[config.mk]
export PLATFORM = sky130hd
export DESIGN_NAME = decode_unit
export DESIGN_NICKNAME = d
export VERILOG_FILES = /design/src/rtl/decode_unit.sv
export SDC_FILE = /design/constraint.sdc
export NUM_CORES = 2
export LEC_CHECK = 0
export ABC_AREA = 1
export CAP_MARGIN = 25
export CORE_ASPECT_RATIO = 1.25
export CORE_UTILIZATION = 26
export DETAILED_ROUTE_END_ITERATION = 6
export DONT_BUFFER_PORTS = 1
export PLACE_DENSITY = 0.4
export SLEW_MARGIN = 40
export SYNTH_ARGS = -nofsm -noshare
export SYNTH_HDL_FRONTEND = slang
export SYNTH_SLANG_ARGS = --single-unit
[constraint.sdc]
create_clock -name clk -period 7.85 [get_ports clk]
set_clock_uncertainty 0.15 [all_clocks]
set_input_delay 1.57 -clock clk [delete_from_list [all_inputs] [get_ports clk]]
set_output_delay 1.57 -clock clk [all_outputs]
set_load 0.02 [all_outputs]
[src/rtl/decode_unit.sv]
// ID stage: register file with EX/MEM and MEM/WB bypass, load-use stall, early branch resolve, ID/EX register.
// Latency: one cycle from IF/ID into ID/EX. Backpressure: ID/EX holds while out_valid & !out_ready, and in_ready drops.
module decode_unit #(
    parameter int          XLEN   = 32,
    parameter int          NREG   = 32,
    parameter logic [5:0]  BEQ_OP = 6'h04,
    parameter logic [5:0]  BNE_OP = 6'h05,
    parameter logic [5:0]  LW_OP  = 6'h23,
    parameter logic [5:0]  SW_OP  = 6'h2B,
    localparam int         RW     = $clog2(NREG)
) (
    input  logic            clk,
    input  logic            rst_n,
    input  logic            in_valid,
    input  logic [31:0]     in_ir,
    input  logic [XLEN-1:0] in_pc,
    output logic            in_ready,
    input  logic            flush,
    input  logic            exm_we,
    input  logic [RW-1:0]   exm_rd,
    input  logic [XLEN-1:0] exm_value,
    input  logic            wb_we,
    input  logic [RW-1:0]   wb_rd,
    input  logic [XLEN-1:0] wb_value,
    input  logic            out_ready,
    output logic            out_valid,
    output logic [31:0]     out_ir,
    output logic [XLEN-1:0] out_a,
    output logic [XLEN-1:0] out_b,
    output logic [XLEN-1:0] out_pc,
    output logic            load_stall,
    output logic            branch_taken,
    output logic [XLEN-1:0] branch_target
);

    logic [XLEN-1:0] rf_q [NREG];
    logic [XLEN-1:0] rf_d [NREG];

    logic            out_valid_q, out_valid_d;
    logic [31:0]     out_ir_q, out_ir_d;
    logic [XLEN-1:0] out_a_q, out_a_d;
    logic [XLEN-1:0] out_b_q, out_b_d;
    logic [XLEN-1:0] out_pc_q, out_pc_d;

    logic [5:0]      op;
    logic [RW-1:0]   rs_idx, rt_idx, lw_rt;
    logic            uses_rt;
    logic [XLEN-1:0] op_a, op_b;
    logic [XLEN-1:0] br_off;
    logic            advance;

    assign op     = in_ir[31:26];
    assign rs_idx = in_ir[21 +: RW];
    assign rt_idx = in_ir[16 +: RW];
    assign lw_rt  = out_ir_q[16 +: RW];

    always_comb begin
        rf_d = rf_q;
        if (wb_we && wb_rd != '0) begin
            rf_d[wb_rd] = wb_value;
        end
    end

    // Younger producer (EX/MEM) wins over MEM/WB; r0 is hard zero.
    always_comb begin
        op_a = rf_q[rs_idx];
        if (rs_idx == '0)                       op_a = '0;
        else if (exm_we && exm_rd == rs_idx)    op_a = exm_value;
        else if (wb_we && wb_rd == rs_idx)      op_a = wb_value;

        op_b = rf_q[rt_idx];
        if (rt_idx == '0)                       op_b = '0;
        else if (exm_we && exm_rd == rt_idx)    op_b = exm_value;
        else if (wb_we && wb_rd == rt_idx)      op_b = wb_value;
    end

    always_comb begin
        uses_rt    = (op == 6'h00) || (op == BEQ_OP) || (op == BNE_OP) || (op == SW_OP);
        load_stall = in_valid && out_valid_q && (out_ir_q[31:26] == LW_OP) && (lw_rt != '0) &&
                     ((lw_rt == rs_idx) || (uses_rt && lw_rt == rt_idx));
        advance    = !out_valid_q || out_ready;
        in_ready   = advance && !load_stall;
    end

    always_comb begin
        br_off        = {{(XLEN-16){in_ir[15]}}, in_ir[15:0]} << 2;
        branch_target = in_pc + XLEN'(4) + br_off;
        branch_taken  = rst_n && in_valid && in_ready && !flush &&
                        (((op == BEQ_OP) && (op_a == op_b)) || ((op == BNE_OP) && (op_a != op_b)));
    end

    always_comb begin
        out_valid_d = out_valid_q;
        out_ir_d    = out_ir_q;
        out_a_d     = out_a_q;
        out_b_d     = out_b_q;
        out_pc_d    = out_pc_q;
        if (advance) begin
            out_pc_d = in_pc;
            if (flush || load_stall || !in_valid) begin
                out_valid_d = 1'b0;
                out_ir_d    = 32'h0;
                out_a_d     = '0;
                out_b_d     = '0;
            end else begin
                out_valid_d = 1'b1;
                out_ir_d    = in_ir;
                out_a_d     = op_a;
                out_b_d     = op_b;
            end
        end
    end

    always_ff @(posedge clk or negedge rst_n) begin
        if (!rst_n) begin
            for (int i = 0; i < NREG; i++) begin
                rf_q[i] <= '0;
            end
            out_valid_q <= 1'b0;
            out_ir_q    <= 32'h0;
            out_a_q     <= '0;
            out_b_q     <= '0;
            out_pc_q    <= '0;
        end else begin
            for (int i = 1; i < NREG; i++) begin
                rf_q[i] <= rf_d[i];
            end
            rf_q[0]     <= '0;
            out_valid_q <= out_valid_d;
            out_ir_q    <= out_ir_d;
            out_a_q     <= out_a_d;
            out_b_q     <= out_b_d;
            out_pc_q    <= out_pc_d;
        end
    end

    assign out_valid = out_valid_q;
    assign out_ir    = out_ir_q;
    assign out_a     = out_a_q;
    assign out_b     = out_b_q;
    assign out_pc    = out_pc_q;

endmodule

# After elaboration in Yosys (flattened, before gate mapping)
# Cells that the tools add are included.
totals:
  ff_bits: 1121
  latch_bits: 0
  mem_bits_rw: 0
  romBits: 0
  in_bits: 145
  out_inout_bits: 164
  word_cells: 111
  n_memories: 0
op_classes:
  add_sub_neg: 2
  multipliers: 0
  div: 0
  magnitude_cmp: 4
  n_eq_ne: 12
  shifts: 0
  n_mux: 19
  bitwise: 3
  n_reduce_logical: 35
ops:
  columns: ["op", "count"]
  rows:
  - ["1024-bit bitwise mux", 1]
  - ["32-bit two-way mux", 14]
  - ["32-bit binary-select mux with 5-bit select", 2]
  - ["32-bit demux with 5-bit select", 1]
  - ["32-bit by 3-bit adder with 32-bit output, second input constant", 1]
  - ["32-bit adder", 1]
  - ["32-bit == test", 1]
  - ["32-bit != test", 1]
  - ["5-bit == test", 6]
  - ["6-bit greater-or-equal comparator, second input constant", 3]
  - ["1-bit logical AND", 18]
  - ["5-bit inverter with 6-bit output", 3]
  - ["6-bit by 3-bit == test with 1-bit output, second input constant", 2]
  - ["6-bit == test, second input constant", 2]
  - ["5-bit zero test", 2]
  - ["5-bit nonzero test", 2]
  - ["1-bit logical OR", 8]
  - ["6-bit zero test", 1]
  - ["6-bit by 1-bit < comparator with 1-bit output, second input constant", 1]
  - ["1-bit zero test", 4]
  - ["1-bit two-way mux", 1]

# Logic depth before layout (Yosys ltp)
logic_depth:
  word_depth: 12
  mapped_depth: 25
  depth_no_buf: 22

# Worst setup path after synthesis
# OpenSTA, ideal clock, no wires.
synth_timing:
  path_type: "input-to-output"
  startpoint: "input port in_ir[0]"
  endpoint: "output port branch_target[25]"
  t_arrival_ns: 4.248
  required_ns: 6.130
  setup_slack_ns: 1.882
  stages: 18
  n_path_buf: 0
  cell_sequence: "inv_1 ha_1 inv_1 ha_1 inv_1 fa_1 inv_1 nand3_1 nand2_1 a21oi_1 o21bai_1 a21boi_1 o21ai_0 a21oi_1 o21ai_1 nand3_1 nand2_1 xor2_1"
synth_via:
  elab_chain_cells: 1
synth_rtl:
  columns: ["element", "line_no", "text"]
  rows:
  - ["start, declared", "15", "input logic [31:0] in_ir,"]
  - ["32-bit adder", "87", "branch_target = in_pc + XLEN'(4) + br_off;"]
  - ["end, declared", "33", "output logic [XLEN-1:0] branch_target"]
# Every way passes these cells.

# Worst setup path in the final report
layout_timing:
  startpoint: "input port in_ir[21]"
  endpoint: "output port branch_taken"
layout_via:
  elab_chain_cells: 11
  word_cells_on_any_way: 25
  cone_classes: "5 x eq/ne; 6 x mux; 1 x bitwise; 13 x reduce/logical"
layout_rtl:
  columns: ["element", "line_no", "text"]
  rows:
  - ["5-bit inverter with 6-bit output (not written as such)", "66", "op_a = rf_q[rs_idx];"]
  - ["32-bit binary-select mux with 5-bit select", "66", null]
  - ["32-bit two-way mux (not written as such) (2 in series)", "66", null]
  - ["32-bit two-way mux", "69", "else if (wb_we && wb_rd == rs_idx) op_a = wb_value;"]
  - ["32-bit two-way mux", "68", "else if (exm_we && exm_rd == rs_idx) op_a = exm_value;"]
  - ["32-bit two-way mux", "67", "if (rs_idx == '0) op_a = '0;"]
  - ["32-bit == test or 32-bit != test (tied branches)", "89", "(((op == BEQ_OP) && (op_a == op_b)) || ((op == BNE_OP) && (op_a != op_b)));"]
  - ["1-bit logical AND", "89", null]
  - ["1-bit logical OR", "89", null]
  - ["1-bit logical AND (*)", "88", "branch_taken = rst_n && in_valid && in_ready && !flush &&"]
  - ["end, declared", "32", "output logic branch_taken,"]
# Every way passes the cells marked *; elsewhere a longest branch is shown, timed or not. The select of a mux whose other input is x is not followed.

==> flow_metrics.tcl <==
set metrics [dict create \
    postCtsHoldBufs 0 \
    route.detailed.drc 2 \
    place_congestion 0.933 \
    die_h_um 560 \
    critical-path-slowest-cell "buf_4" \
    cp_data_arrival_time_ps 6060 \
    synth_edf_count 0 \
    cts_buffer_depth 3 \
    slowest_delay_ps 610 \
    initial_utilization_pct 26.2 \
    powerDensity_nw_per_um2 246 \
    async_reset_ff_share_pct 100 \
    multiInputGateArea_um2 31200 \
    drive_gt1_share_pct 5.56 \
    cp_common_cell "nand2_1" \
    critPathKind "input port to output port" \
    synth_ff_type "dfrtp_1" \
    io_pins 309 \
    antenna_found_initial 22 \
    drtIter0Drc 7038 \
    cts.clk_slew.worst_paths_ps 60 \
    fin_util_pct 29.6 \
    synth_seq_cells 1121 \
    yosysMostFrequentCell "nand2_1" \
    grt_pass1_wl_um 487000 \
    path_cells "buf_16 -> buf_16 -> nor2_4 -> buf_4 -> buf_4 -> a21oi_1 -> nand3_1 -> nand3_1 -> nand2_1 -> nand3_1 -> nand2_1 -> nand2_1 -> nand2_1 -> nand2_1 -> inv_1 -> nand2_1 -> nor2_1 -> nand2_1 -> nor2_1 -> a21oi_1 -> nor2_1 -> buf_4 -> buf_4" \
    hold_path_class "flip-flop to flip-flop" \
    synth-seq-area-share_pct 43.3 \
    postSynthNetCount 9697 \
    post-cts-setup-buffers 0 \
    rsz0062_at_grt "false" \
    grt_pass1_vias 62700 \
    ir_drop_mv 0.170 \
    detail_route.first_pass.iterations 7 \
    ys_top_cells_by_area "dfrtp_1 (43%), nand2_1 (20%), o21ai_0 (9.0%), nand3_1 (5.6%), inv_1 (4.3%)" \
    dp.final_hpwl_um 205000 \
    cts_buffers 140 \
    wire_per_inst_um 27.6 \
    final_nets 9344 \
    core_um2 248000 \
    worstSkewPairLatency_ps 830 \
    violations "DRC" \
    via_per_inst 5.20 \
    yosys_warnings 0 \
    numClockSinks 1121 \
    synth_top_area_share_pct 43.3 \
    worst_pin_slew_ps 895 \
    track_usage_pct 26.8 \
    crit_fanout 66 \
    io_buffer_count 0 \
    ys_top_cells_by_count "nand2_1 (3,470), o21ai_0 (1,166), dfrtp_1 (1,121), inv_1 (735), nand3_1 (719)" \
    gr-total-overflow 0 \
    maxClockFrequency_mhz 129 \
    tns_ps 0 \
    synth_cell_types 40 \
    status "finished with violations" \
    root_buffer "clkbuf_16" \
    yosysTopAreaCell "dfrtp_1" \
    grt_max_degree 528 \
    regArea_um2 28100 \
    syn_avg_cell_area_um2 6.83 \
    drt_wl_total_um 347000 \
    antenna_left 0 \
    h-tree-depth 4 \
    syn_to_final_growth_pct 13.0 \
    netlist_instances 9494 \
    drv_slew 0 \
    p_leak_nw 34.8 \
    die_w_um 449 \
    dieArea_um2 251000 \
    finalHoldViolCount 0 \
    num_rows 204 \
    timing.final.crit_share_pct 99.1 \
    slew_headroom_pct 40.4 \
    n_fill_cell 27200 \
    min_period_ps 7780 \
    finalSetupViolations 0 \
    cts-resized-gates 0 \
    crit_required_ps 6130 \
    cts_tree "done" \
    cap_violations 0 \
    vias 65400 \
    startpoint_type "input port" \
    critPathCaptureType "output port" \
    syn_area_um2 64800 \
]
[registers in the layout (all words and copies together) (netlist names)]
register / count
out_valid: 1
out_pc: 32
out_ir: 32
rf_q: 992
out_a: 32
out_b: 32
[through the flow]
stage / cells / instance area (um^2) / power (mW) / setup WS (ps) / hold WS [ps]
global placement: 12300 / 68000 / 11.2 / 197 / 316
global route: 12600 / 73300 / 19.0 / 10.8 / 346
detailed placement: 12300 / 68300 / 11.3 / 313 / 323
floorplan: 9494 / 64800 / 10.0 / 1880 / 303
CTS: 12500 / 72900 / 18.1 / 335 / 337
finish: 12600 / 73300 / 18.0 / 73.8 / 331
[placed cells by master, fill, tap and decap left out, types with 4 or more instances in the layout]
master	n
a21oi_1	469
a31oi_1	8
buf_12	36
buf_16	9
buf_4	142
buf_6	19
buf_8	4
bufinv_16	6
clkbuf_1	36
clkbuf_16	146
clkbuf_8	35
clkinv_1	5
clkinv_2	20
clkinv_8	5
dfrtp_1	1121
diode_2	20
ha_1	57
inv_1	729
inv_2	14
inv_6	4
nand2_1	3443
nand2_2	9
nand2_4	21
nand3_1	719
nand4_1	46
nor2_1	623
nor2_4	13
nor3_1	11
nor3_2	5
nor3_4	4
o211ai_1	217
o21a_1	11
o21ai_0	1166
o21ai_1	11
o22ai_1	20
xnor2_1	8
xor2_1	19
[routing by layer]
metal  global-route usage [%]  vias to the layer above  part of all wire (%)
met5                        0                        -                 0.025
met4                     13.7                       12                   5.7
met3                     4.72                      684                   7.1
met2                     45.1                     2899                    47
met1                     32.6                    32100                    40
li1                         -                    29700                     -
[final cells by class]
cell class / count / area share [%]
diodes: 20 / 0.0683
inverters: 759 / 3.93
well taps: 3296 / 5.63
multi-input cells: 6907 / 42.5
clock buffers: 215 / 5.76
repair buffers: 212 / 3.22
clock inverters: 35 / 0.616
flip-flops and latches: 1121 / 38.3
[report_power, final]
| part | total (mW) | switching [mW] | leakage (nW) | internal (mW) |
|---|---|---|---|---|
| clock | 6.77 | 2.86 | 2.29 | 3.92 |
| combinational | 3.67 | 2.46 | 18.2 | 1.21 |
| sequential | 7.61 | 0.769 | 14.3 | 6.84 |
| total | 18.0 | 6.09 | 34.8 | 12.0 |
[final timing paths]
| kind | from | to | slack [ps] | depth (start not counted) |
|---|---|---|---|---|
| worst min register to register | rf_q[315] | rf_q[315] | 330 | 2 |
| min in group asynchronous | rst_n | rf_q[781] | 520 | 1 |
| worst min-delay path | rf_q[315] | rf_q[315] | 330 | 2 |
| worst max register to register | out_ir[17] | out_a[26] | 3060 | 12 |
| worst max-delay path | in_ir[21] | branch_taken | 70 | 23 |
| max in group asynchronous | rst_n | rf_q[965] | 4420 | 6 |
[critical path: cells and delay by family]
kind                   cells  cell delay [ps]
AOI/OAI and AO/OA          2              220
buffers and inverters      7             1820
and+or+nand+nor           14             2180
[logic make-up (layout without fill, tap and decap cells)]
| kind of cell | Yosys count | after routing | share of synthesized area (%) |
|---|---|---|---|
| compound gates | 1914 | 1914 | 15.8 |
| flops | 1121 | 1121 | 43.3 |
| other cells | 0 | 20 | 0 |
| xor+xnor | 32 | 32 | 0.432 |
| simple gates | 4903 | 4903 | 30.2 |
| fa+ha+maj | 58 | 58 | 1.13 |
| buf+inv | 1466 | 1221 | 9.23 |
(Power assumes the default switching activity.)
